### src/rtl/instr_fetch_unit.sv
// Fetch stage: holds the PC, fetches one 32-bit word per request over a
// valid-qualified memory handshake and computes the next PC on accept.
module instr_fetch_unit #(
    parameter logic [31:0] RESET_PC = 32'h0000_0000
) (
    input  logic        clk,
    input  logic        rst_n,
    output logic        imem_req,
    output logic [31:0] imem_addr,
    input  logic [31:0] imem_rdata,
    input  logic        imem_valid,
    output logic [31:0] instr,
    output logic [5:0]  opcode,
    output logic        instr_valid,
    input  logic        issue_ready,
    output logic [31:0] pc,
    output logic [31:0] pc_plus4,
    input  logic        branch_taken,
    input  logic [31:0] branch_offset,
    input  logic        jump,
    input  logic [25:0] jump_index,
    output logic [31:0] retired_count
);

    typedef enum logic [1:0] {
        IDLE   = 2'd0,
        FETCH  = 2'd1,
        ISSUED = 2'd2
    } state_t;

    state_t      state_q;
    logic [31:0] pc_q;
    logic [31:0] instr_q;
    logic [31:0] retired_count_q;
    logic        req_q;
    logic        instr_valid_q;
    logic [31:0] pc_plus4_s;
    logic [31:0] next_pc_d;

    // Next-PC selection; jump outranks a taken branch, offset is a word count.
    always_comb begin
        pc_plus4_s = pc_q + 32'd4;
        next_pc_d  = pc_plus4_s;
        if (jump) begin
            next_pc_d = {pc_plus4_s[31:28], jump_index, 2'b00};
        end else if (branch_taken) begin
            next_pc_d = pc_plus4_s + {branch_offset[29:0], 2'b00};
        end else begin
            next_pc_d = pc_plus4_s;
        end
    end

    // Fetch FSM with all outputs registered; responses outside FETCH are dropped.
    always_ff @(posedge clk) begin
        if (!rst_n) begin
            state_q         <= IDLE;
            pc_q            <= RESET_PC;
            instr_q         <= 32'h0000_0000;
            retired_count_q <= 32'h0000_0000;
            req_q           <= 1'b0;
            instr_valid_q   <= 1'b0;
        end else begin
            case (state_q)
                IDLE: begin
                    state_q <= FETCH;
                    req_q   <= 1'b1;
                end
                FETCH: begin
                    if (imem_valid) begin
                        instr_q       <= imem_rdata;
                        instr_valid_q <= 1'b1;
                        req_q         <= 1'b0;
                        state_q       <= ISSUED;
                    end else begin
                        req_q   <= 1'b1;
                        state_q <= FETCH;
                    end
                end
                ISSUED: begin
                    if (issue_ready) begin
                        pc_q            <= next_pc_d;
                        instr_valid_q   <= 1'b0;
                        retired_count_q <= retired_count_q + 32'd1;
                        req_q           <= 1'b1;
                        state_q         <= FETCH;
                    end else begin
                        req_q   <= 1'b0;
                        state_q <= ISSUED;
                    end
                end
                default: begin
                    state_q       <= IDLE;
                    req_q         <= 1'b0;
                    instr_valid_q <= 1'b0;
                end
            endcase
        end
    end

    assign imem_req      = req_q;
    assign imem_addr     = pc_q;
    assign instr         = instr_q;
    assign opcode        = instr_q[31:26];
    assign instr_valid   = instr_valid_q;
    assign pc            = pc_q;
    assign pc_plus4      = pc_plus4_s;
    assign retired_count = retired_count_q;

endmodule
### config.mk
export PLATFORM = sky130hd
export DESIGN_NAME = instr_fetch_unit
export DESIGN_NICKNAME = d
export VERILOG_FILES = /design/src/rtl/instr_fetch_unit.sv
export SDC_FILE = /design/constraint.sdc
export NUM_CORES = 1
export LEC_CHECK = 0
export ABC_AREA = 1
export BUFFER_PORTS_ARGS = -buffer_cell sky130_fd_sc_hd__buf_2
export CORE_AREA = 2 2 163 165
export DETAILED_ROUTE_END_ITERATION = 12
export DIE_AREA = 0 0 165 167
export GPL_ROUTABILITY_DRIVEN = 0
export HOLD_SLACK_MARGIN = 0.06
export PLACE_DENSITY_LB_ADDON = 0.08
export SLEW_MARGIN = 15
export SYNTH_ARGS = -nofsm -noshare
export SYNTH_HDL_FRONTEND = slang
export SYNTH_SLANG_ARGS = --single-unit
### constraint.sdc
create_clock -name clk -period 2.4 [get_ports clk]
set_input_delay 0.12 -clock clk [delete_from_list [all_inputs] [get_ports clk]]
set_output_delay 0.12 -clock clk [all_outputs]
set_load 0.01 [all_outputs]
==> out/summary.txt, run 1 <==
Area contributors post-synth - dfxtp_1 (25%), nand2_1 (14%), inv_1 (8.2%)
# DRC - 0
asr flop ratio synth - 0
VDD IR-drop max - 309 uV
vias per cell - 4.71
Pwr Total - 4.39 mW
largest family of logic cells by synthesized area - simple AND/OR/NAND/NOR gates
register area - 0.00198 mm^2
global-route met2 utilization - 0.407
CTS max path bufs - 2
vias in the first global route - 9623
Final Instance Area - 0.0128 mm^2
Total Wirelength - 33100 um
final worst slack - -385 ps
Layout Cells excl Fill - 2037
initial antenna violation count - 2
Hold Path Class - in -> reg
pre-CTS setup slack - -570 ps
CTS Buf Count - 9
root buffer cell - clkbuf_16
mux cell area share after synthesis - 0
grt peak-use layer - met2
failing checks - setup timing
most frequent cells in the layout - buf_2 (255), buf_4 (203), nand2_1 (201), inv_1 (140), nor2_1 (114)
H-tree levels - 3
Synth Cell Area - 0.00764 mm^2
max-capacitance violation count - 0
synth warn - 0
skew final - 13.4 ps
average wire per standard cell - 16.3 um
met1 Track Usage GR - 0.300
commonest non-fill, non-tap cell in the layout - buf_2
post-synth top area share - 0.254
adder-cell area share of the yosys netlist - 0.0632
XOR/XNOR share of the synthesized area - 0.0229
Post-Place Cell Area - 0.0105 mm^2
status - finished, violations left
DR iter-0 viols - 462
initial core utilization - 0.297
FILL cells - 2620
pwr/cell area - 344 mW/mm^2
CP Class - reg -> reg
largest net degree at the start of global routing - 74
register bit total from synthesis - 97
max_slew headroom - 0.285
Die Span Y - 167 um
Antenna Nets Post-Route - 0
hpwl dp - 25300 um
clk_lat worst skew - 360 ps
Worst R2R Path Depth - 20
drt pass-1 iters - 5
dpl cells - 1953
clock-pin transition on the worst setup and hold timing paths - 80 ps
Mapped Cells - 1246
first-pass GRT wire length - 50700 um
via count - 9596
IO buf count - 255
# IOs - 264
Post-synth EDFFs - 0
CP required - 2600 ps
Setup-failing EPs final - 24
Post-Synth Simple-Gate Area - 0.343
Core Area - 0.0258 mm^2
Pleak - 6.40 nW
fmax - 0.359 GHz
Final #Nets - 1830
Mean Syn Cell Area - 6.13 um^2
area grow syn2layout - 67.1%
# rows - 59
gr ovfl total - 0
Seq/Total Area, Yosys - 0.254
DIE AREA - 0.0276 mm^2
CTS tree - built
CP max FO - 4
Die X - 165 um
GR Util met3 - 0.0403
Data arrival, critical path - 2980 ps
compound-cell area share of the yosys netlist - 0.176
Worst Hold Path Cells - 3
CP Capture Type - flop
Yosys cell types - 45
Clock Sinks - 97
Tot GR Track Use - 0.236
critical path startpoint category - flop
multi-input logic area - 0.00607 mm^2
layout cells sized above 1 - 0.476
RSZ-0062 raised after global routing - true
area leader, netlist - dfxtp_1
Slew Viols, Final - 0
minimum clock period - 2790 ps
ys flop type - dfxtp_1
crit share post-route - 1.16
Hold Vio Cnt, Final - 0
hold slack - 70.6 ps
slew at the pin closest to its max-slew limit - 1070 ps
==> worst max-delay path, stage by stage, from the launching register on <==
cell     delay (ps)
dfxtp_4         380
ha_4            150
nand3_4         110
inv_6           110
nand2_8          70
nor2_4          230
nand2_1          90
nand2_1          90
nand2_1          80
inv_2           110
ha_4            230
buf_6           110
a21o_1          160
nor2_2          140
nand2_2          70
a21oi_2         130
nand2_1          70
nand2_1          70
nand3_2          90
nand2_2          90
a21oi_2          50
==> state kept, by name, summed over array words and instances (netlist names) <==
name,cells
instr,32
retired_count,32
instr_valid,1
imem_addr,30
state_q,2
==> layer usage <==
layer | share of wire | up-vias
li1 | - | 4886
met2 | 0.49 | 220
met3 | 0.047 | 39
met5 | 0.00039 | -
met4 | 0.023 | 2
met1 | 0.44 | 4449
==> Yosys cell counts, types with 6 or more instances <==
| master | instances |
|---|---|
| buf_4 | 42 |
| nor2_1 | 153 |
| inv_1 | 166 |
| o21ai_1 | 11 |
| ha_1 | 37 |
| o21ai_0 | 96 |
| nor2_4 | 7 |
| xor2_1 | 13 |
| a21oi_1 | 107 |
| xnor2_1 | 7 |
| nor3_1 | 23 |
| nand3b_1 | 6 |
| nor2_2 | 6 |
| or2_2 | 8 |
| o21a_1 | 8 |
| nand3_1 | 62 |
| nand4_1 | 18 |
| nand2_1 | 287 |
| nand2_2 | 9 |
| clkbuf_1 | 26 |
| dfxtp_1 | 97 |
==> cells by family after synthesis <==
logic type      count (synthesis)
simple gates                  598
compound gates                250
buf+inv                       242
flops                          97
fa+ha+maj                      38
xor+xnor                       20
other cells                     1
==> path summary, 6_finish.rpt <==
check | startpoint | endpoint | slack, ps
min reg2reg | retired_count[29]$_SDFFE_PN0P_ | retired_count[29]$_SDFFE_PN0P_ | 490
min | jump_index[12] | imem_addr[14]$_SDFFE_PN0P_ | 70
max reg2reg | imem_addr[3]$_SDFFE_PN0P_ | imem_addr[29]$_SDFFE_PN0P_ | -390
max | imem_addr[3]$_SDFFE_PN0P_ | imem_addr[29]$_SDFFE_PN0P_ | -390
==> metrics by stage <==
stage               setup TNS (ps)   util
global route                 -9730  0.496
finish                       -6000  0.496
CTS                          -5490  0.468
global placement            -10210  0.408
detailed placement          -10050  0.408
floorplan                     -421      -
==> repair_timing <==
item | in CTS | in global routing
gates resized for setup | 175 | 162
setup buffers | 26 | 10
endpoints found under the setup margin | 25 | 27
pin swaps | 77 | 99
endpoints found under the hold margin | 34 | 0
hold buffers | 34 | 0
==> cell type report <==
| type | count | share of cell area |
|---|---|---|
| Clock inverter | 7 | 0.00666 |
| Inverter | 169 | 0.0518 |
| Sequential cell | 97 | 0.155 |
| Multi-Input combinational cell | 912 | 0.475 |
| Timing Repair Buffer | 507 | 0.260 |
| Antenna cell | 1 | 0.000196 |
| Tap cell | 335 | 0.0328 |
| Clock buffer | 9 | 0.0176 |
==> power breakdown <==
group | internal (mW) | total (mW) | leakage (nW) | switching, mW
sequential | 1.66 | 1.70 | 0.799 | 0.0383
combinational | 0.525 | 1.16 | 5.45 | 0.635
clock | 0.746 | 1.54 | 0.146 | 0.789
Power figures use the tool's default switching activity.
==> run 2, diff against run 1 <==
- MAX_ROUTING_LAYER: not set -> met4
==> run 2 against run 1 <==
The run still ends with setup timing left. Worst setup slack lost 2.4 ps. Non-clock buffer count is the same. Count of clock-buffer cells in the layout is the same.
==> out/summary.txt, run 2 (synthesis gave the netlist of run 1 again) <==
status - finished, violations left
failing checks - setup timing
clk_lat worst skew - 360 ps (about the same)
post-layout util - 0.496 (about the same)
CP Capture Type - flop
Final #Nets - 1830 (unchanged)
DR iter-0 viols - 455 (-1.5%)
most frequent cells in the layout - buf_2 (255), buf_4 (203), nand2_1 (201), inv_1 (140), nor2_1 (114)
slowest cell delay on critical path - 380 ps (about the same)
Cell Chain, Critical Path - ha_4, nand3_4, inv_6, nand2_8, nor2_4, nand2_1, nand2_1, nand2_1, inv_2, ha_4, buf_6, a21o_1, nor2_2, nand2_2, a21oi_2, nand2_1, nand2_1, nand3_2, nand2_2, a21oi_2
CP max FO - 4 (unchanged)
Die X - 165 um (unchanged)
CP required - 2600 ps (about the same)
hpwl dp - 25300 um (unchanged)
Pleak - 6.40 nW (about the same)
CTS max path bufs - 2 (unchanged)
area grow syn2layout - 67.2% (about the same)
FILL cells - 2619 (-0.038%)
pwr/cell area - 343 mW/mm^2 (-0.17%)
Hold Vio Cnt, Final - 0 (unchanged)
commonest non-fill, non-tap cell in the layout - buf_2
Worst Hold Path Cells - 3 (unchanged)
Logic pwr share - 0.264 (about the same)
internal power - 2.93 mW (about the same)
Most Frequent Cell on Critical Path - nand2_1
register area - 0.00198 mm^2 (unchanged)
Critical path buffers and inverters - 3 (unchanged)
vias in the first global route - 9650 (+0.28%)
vias per cell - 4.73 (+0.38%)
Die Span Y - 167 um (unchanged)
final worst slack - -388 ps (-2.42 ps)
RSZ-0062 raised after global routing - true
average wire per standard cell - 16.2 um (-0.29%)
max_slew headroom - 0.294 (+0.00894)
Sum Neg Setup Slack - -6130 ps (-133 ps)
skew final - 14.6 ps (+1.22 ps)
register-to-register setup slack - -390 ps (about the same)
dpl cells - 1953 (unchanged)
largest net degree at the start of global routing - 74 (unchanged)
root buffer cell - clkbuf_16
clock group share of total power - 0.348 (about the same)
Worst R2R Path Depth - 20 (unchanged)
Post-Place Cell Area - 0.0105 mm^2 (unchanged)
gr ovfl total - 0 (unchanged)
Clock Sinks - 97 (unchanged)
reported net switching power - 1.46 mW (-0.43%)
initial antenna violation count - 2 (unchanged)
sw frac - 0.332 (-0.000922)
Antenna Nets Post-Route - 0 (unchanged)
drt pass-1 iters - 5 (unchanged)
Hold Path Class - in -> reg
Setup-failing EPs final - 24 (unchanged)
DIE AREA - 0.0276 mm^2 (unchanged)
# rows - 59 (unchanged)
via count - 9637 (+0.43%)
crit share post-route - 1.16 (about the same)
Total Wirelength - 33000 um (-0.24%)
CP Class - reg -> reg
first-pass GRT wire length - 50600 um (-0.21%)
layout cells sized above 1 - 0.476 (unchanged)
# DRC - 0 (unchanged)
Tot GR Track Use - 0.243 (+0.00651)
VDD IR-drop max - 299 uV (-3.2%)
fmax - 0.359 GHz (about the same)
Core Area - 0.0258 mm^2 (unchanged)
CTS tree - built
hold slack - 70.5 ps (-0.0373 ps)
CP delay by family, top - simple AND/OR/NAND/NOR gates
CP Depth - 20 (unchanged)
IO buf count - 255 (unchanged)
clock-pin transition on the worst setup and hold timing paths - 80 ps (about the same)
H-tree levels - 3 (unchanged)
CP max-delay cell - dfxtp_4
Final Instance Area - 0.0128 mm^2 (about the same)
Data arrival, critical path - 2980 ps (about the same)
multi-input logic area - 0.00607 mm^2 (unchanged)
initial core utilization - 0.297 (unchanged)
CTS Buf Count - 9 (unchanged)
critical path startpoint category - flop
Slew Viols, Final - 0 (unchanged)
slew at the pin closest to its max-slew limit - 1060 ps (-13.4 ps)
# IOs - 264 (unchanged)
minimum clock period - 2790 ps (+2.42 ps)
Reg power frac - 0.387 (about the same)
Layout Cells excl Fill - 2038 (+0.049%)
max-capacitance violation count - 0 (unchanged)
## run 2: changes by cell type in the layout (fill, tap and decap cells not counted)
cell	change
diode_2	+1
## run 2: cell type report
type | instances | share of cell area
inverters | 169 | 0.0518
clock inverters | 7 | 0.00666
flip-flops and latches | 97 | 0.155
repair buffers | 507 | 0.260
well taps | 335 | 0.0328
diodes | 2 | 0.000392
clock buffers | 9 | 0.0176
multi-input cells | 912 | 0.475
## run 2: worst register-to-register path: stages (launching register included)
cell and delay, ps:
dfxtp_4 380, ha_4 150, nand3_4 110, inv_6 110
nand2_8 70, nor2_4 230, nand2_1 90, nand2_1 90
nand2_1 80, inv_2 110, ha_4 230, buf_6 110
a21o_1 160, nor2_2 140, nand2_2 70, a21oi_2 130
nand2_1 70, nand2_1 70, nand3_2 90, nand2_2 90
a21oi_2 50
## run 2: timing repair
action,CTS,global route
resized for setup,175,162
cloned,0,0
hold endpoints to repair,34,0
buffers inserted,26,10
hold buffers,34,0
pin swaps,77,99
endpoints found under the setup margin,25,27
## run 2: through the flow
step	setup slack (ps)	power, mW
CTS	-362	4.33
detailed placement	-570	2.63
finish	-388	4.39
global placement	-603	2.63
floorplan	-74.1	2.19
global route	-566	4.62
## run 2: routing by layer
layer	global-route usage	vias to the layer above	part of all wire
met1	0.302	4475	0.44
met5	-	-	0
met4	0.0703	0	0.023
li1	-	4880	-
met2	0.408	243	0.49
met3	0.0336	39	0.044
## run 2: worst paths after layout
kind / to / from
worst min register to register: retired_count[29]$_SDFFE_PN0P_ / retired_count[29]$_SDFFE_PN0P_
worst max-delay path: imem_addr[29]$_SDFFE_PN0P_ / imem_addr[3]$_SDFFE_PN0P_
worst max register to register: imem_addr[29]$_SDFFE_PN0P_ / imem_addr[3]$_SDFFE_PN0P_
worst min-delay path: imem_addr[14]$_SDFFE_PN0P_ / jump_index[12]
## run 2: power by group through the flow
stage,combinational [mW],sequential [mW],clock (mW)
3_3_place_gp,0.896,1.74,0
4_1_cts,1.05,1.70,1.58
3_5_place_dp,0.894,1.74,0
5_1_grt,1.26,1.71,1.65
6_report,1.16,1.70,1.53
2_1_floorplan,0.424,1.77,0
==> run 3, diff against run 2 <==
- CTS_BUF_LIST: not set -> sky130_fd_sc_hd__clkbuf_4
- GPL_TIMING_DRIVEN: not set -> 0
==> run 3 against run 2 <==
Largest cell class unchanged. Wire length shrank 0.32%. Worst setup slack gained 8.9 ps. Cell count shrank 2.2%. Worst hold slack gained 26 ps. Die area is the same. Flip-flop and latch count is the same. Utilization shrank 2.3 points. Sequential share of layout area grew 1.1 points. Count of clock-buffer cells in the layout is the same. The run still ends with setup timing left. Clock power shrank 33%. Critical endpoint is now imem_addr[27]$_SDFFE_PN0P_. Combinational power shrank 6%. Global-route usage shrank 0.19 points.
==> out/summary.txt, run 3 (synthesis gave the netlist of run 1 again) <==
status - finished, violations left
failing checks - setup timing
Setup-failing EPs final - 26 (+8.3%)
pre-CTS setup slack - -805 ps (-235 ps)
minimum clock period - 2780 ps (-8.85 ps)
largest net degree at the start of global routing - 19 (-74%)
Data arrival, critical path - 3230 ps (+250 ps)
Hold Vio Cnt, Final - 0 (unchanged)
pwr/cell area - 313 mW/mm^2 (-8.9%)
average wire per standard cell - 16.5 um (+1.9%)
gr ovfl total - 0 (unchanged)
commonest non-fill, non-tap cell in the layout - buf_2
IO buf count - 255 (unchanged)
hold slack - 96.5 ps (+25.9 ps)
root buffer cell - clkbuf_4
CP max-delay cell - dfxtp_4
critical path startpoint category - flop
max_slew headroom - 0.397 (+0.103)
DIE AREA - 0.0276 mm^2 (unchanged)
Pwr Total - 3.81 mW (-13%)
CP max FO - 5 (+1)
Pleak - 6.06 nW (-5.2%)
VDD IR-drop max - 262 uV (-12%)
Cell Chain, Critical Path - ha_4, nand3_4, inv_4, nand2_4, nor2_4, buf_6, nand3_4, xnor2_4, ha_4, nand2_2, nand2_2, nand2_1, nand2_2, o21bai_1, nand3_1, nand2_1, nand3_1, a21oi_2
initial core utilization - 0.297 (unchanged)
area grow syn2layout - 59.4%
clock-pin transition on the worst setup and hold timing paths - 210 ps (+130 ps)
DR iter-0 viols - 497 (+9.2%)
skew final - 40.3 ps (+25.7 ps)
Slew Viols, Final - 0 (unchanged)
Tot GR Track Use - 0.241 (-0.00193)
Hold Path Class - in -> reg
internal power - 2.48 mW (-16%)
# IOs - 264 (unchanged)
clock group share of total power - 0.270 (-0.078)
CTS tree - built
crit share post-route - 1.16 (-0.00369)
RSZ-0062 raised after global routing - true
Sum Neg Setup Slack - -6380 ps (-250 ps)
reported net switching power - 1.34 mW (-8.0%)
Die Span Y - 167 um (unchanged)
CTS max path bufs - 2 (unchanged)
fmax - 0.360 GHz (+0.32%)
CP required - 2850 ps (+250 ps)
vias in the first global route - 9312 (-3.5%)
post-layout util - 0.473 (-0.0229)
slowest cell delay on critical path - 440 ps (+60 ps)
hpwl dp - 25200 um (-0.34%)
final worst slack - -379 ps (+8.85 ps)
vias per cell - 4.77 (+0.89%)
via count - 9508 (-1.3%)
CP Class - reg -> reg
slew at the pin closest to its max-slew limit - 901 ps (-157 ps)
Total Wirelength - 32900 um (-0.32%)
sw frac - 0.351 (+0.0192)
H-tree levels - 3 (unchanged)
Antenna Nets Post-Route - 0 (unchanged)
CTS Buf Count - 9 (unchanged)
Die X - 165 um (unchanged)
Clock Sinks - 97 (unchanged)
clk_lat worst skew - 510 ps (+150 ps)
first-pass GRT wire length - 49700 um (-1.7%)
max-capacitance violation count - 0 (unchanged)
Most Frequent Cell on Critical Path - nand2_2
CP Capture Type - flop
Core Area - 0.0258 mm^2 (unchanged)
Final #Nets - 1785 (-2.5%)
# DRC - 0 (unchanged)
most frequent cells in the layout - buf_2 (258), nand2_1 (211), inv_1 (144), nor2_1 (121), buf_4 (104)
drt pass-1 iters - 4 (-1)
initial antenna violation count - 2 (unchanged)
# rows - 59 (unchanged)
Reg power frac - 0.446 (+0.059)
Logic pwr share - 0.285 (+0.021)
layout cells sized above 1 - 0.422 (-0.0541)
## run 3: final timing paths
kind	startpoint	end	slack (ps)	cells past startpoint
hold reg to reg	retired_count[29]$_SDFFE_PN0P_	retired_count[29]$_SDFFE_PN0P_	500	2
hold / removal	branch_offset[23]	imem_addr[25]$_SDFFE_PN0P_	100	5
setup / recovery	imem_addr[2]$_SDFFE_PN0P_	imem_addr[27]$_SDFFE_PN0P_	-380	18
setup reg to reg	imem_addr[2]$_SDFFE_PN0P_	imem_addr[27]$_SDFFE_PN0P_	-380	18
## run 3: power groups by stage
stage	clock, mW	sequential (mW)	combinational, mW
global placement	0	1.76	0.781
CTS	1.06	1.70	1.01
finish	1.03	1.70	1.09
global route	1.11	1.71	1.19
floorplan	0	1.77	0.424
detailed placement	0	1.75	0.780
## run 3: what timing repair did
action,CTS,global route
hold buffers,63,0
endpoints found under the setup margin,28,27
gates resized for setup,229,101
hold endpoints to repair,63,0
setup buffers,50,22
pin swaps,57,54
## run 3: metrics by stage
stage / instance area [um^2] / cells
after floorplan: 7850 / 1251
final: 12200 / 1993
after detailed placement: 9550 / 1841
after CTS: 11600 / 1970
after global placement: 9550 / 1841
after global routing: 12200 / 1993
## run 3: metal layers
layer | part of all wire | routed length, um | up-vias | global-route usage
li1 | - | - | 4806 | -
met1 | 0.44 | 14300 | 4404 | 0.294
met2 | 0.49 | 16000 | 257 | 0.414
met3 | 0.053 | 1740 | 41 | 0.0276
met4 | 0.025 | 820 | 0 | 0.0718
met5 | 0 | 0 | - | -
## run 3: worst max-delay path: cells and delay by family (launching register included)
| kind | cells | cell delay, ps |
|---|---|---|
| XOR/XNOR | 1 | 250 |
| AO/OA/AOI/OAI | 2 | 410 |
| buffers and inverters | 2 | 220 |
| adder cells (fa/ha/maj) | 2 | 420 |
| AND/OR/NAND/NOR | 11 | 950 |
| flip-flops | 1 | 440 |
## run 3: area by class of cell
cell class	instances	area [um^2]
clock inverters	7	83.8
inverters	169	651
flip-flops and latches	97	2020
repair buffers	389	2480
plain buffers	73	435
clock buffers	9	67.6
multi-input cells	912	6020
fillers	2728	13600
diodes	2	5.00
well taps	335	419
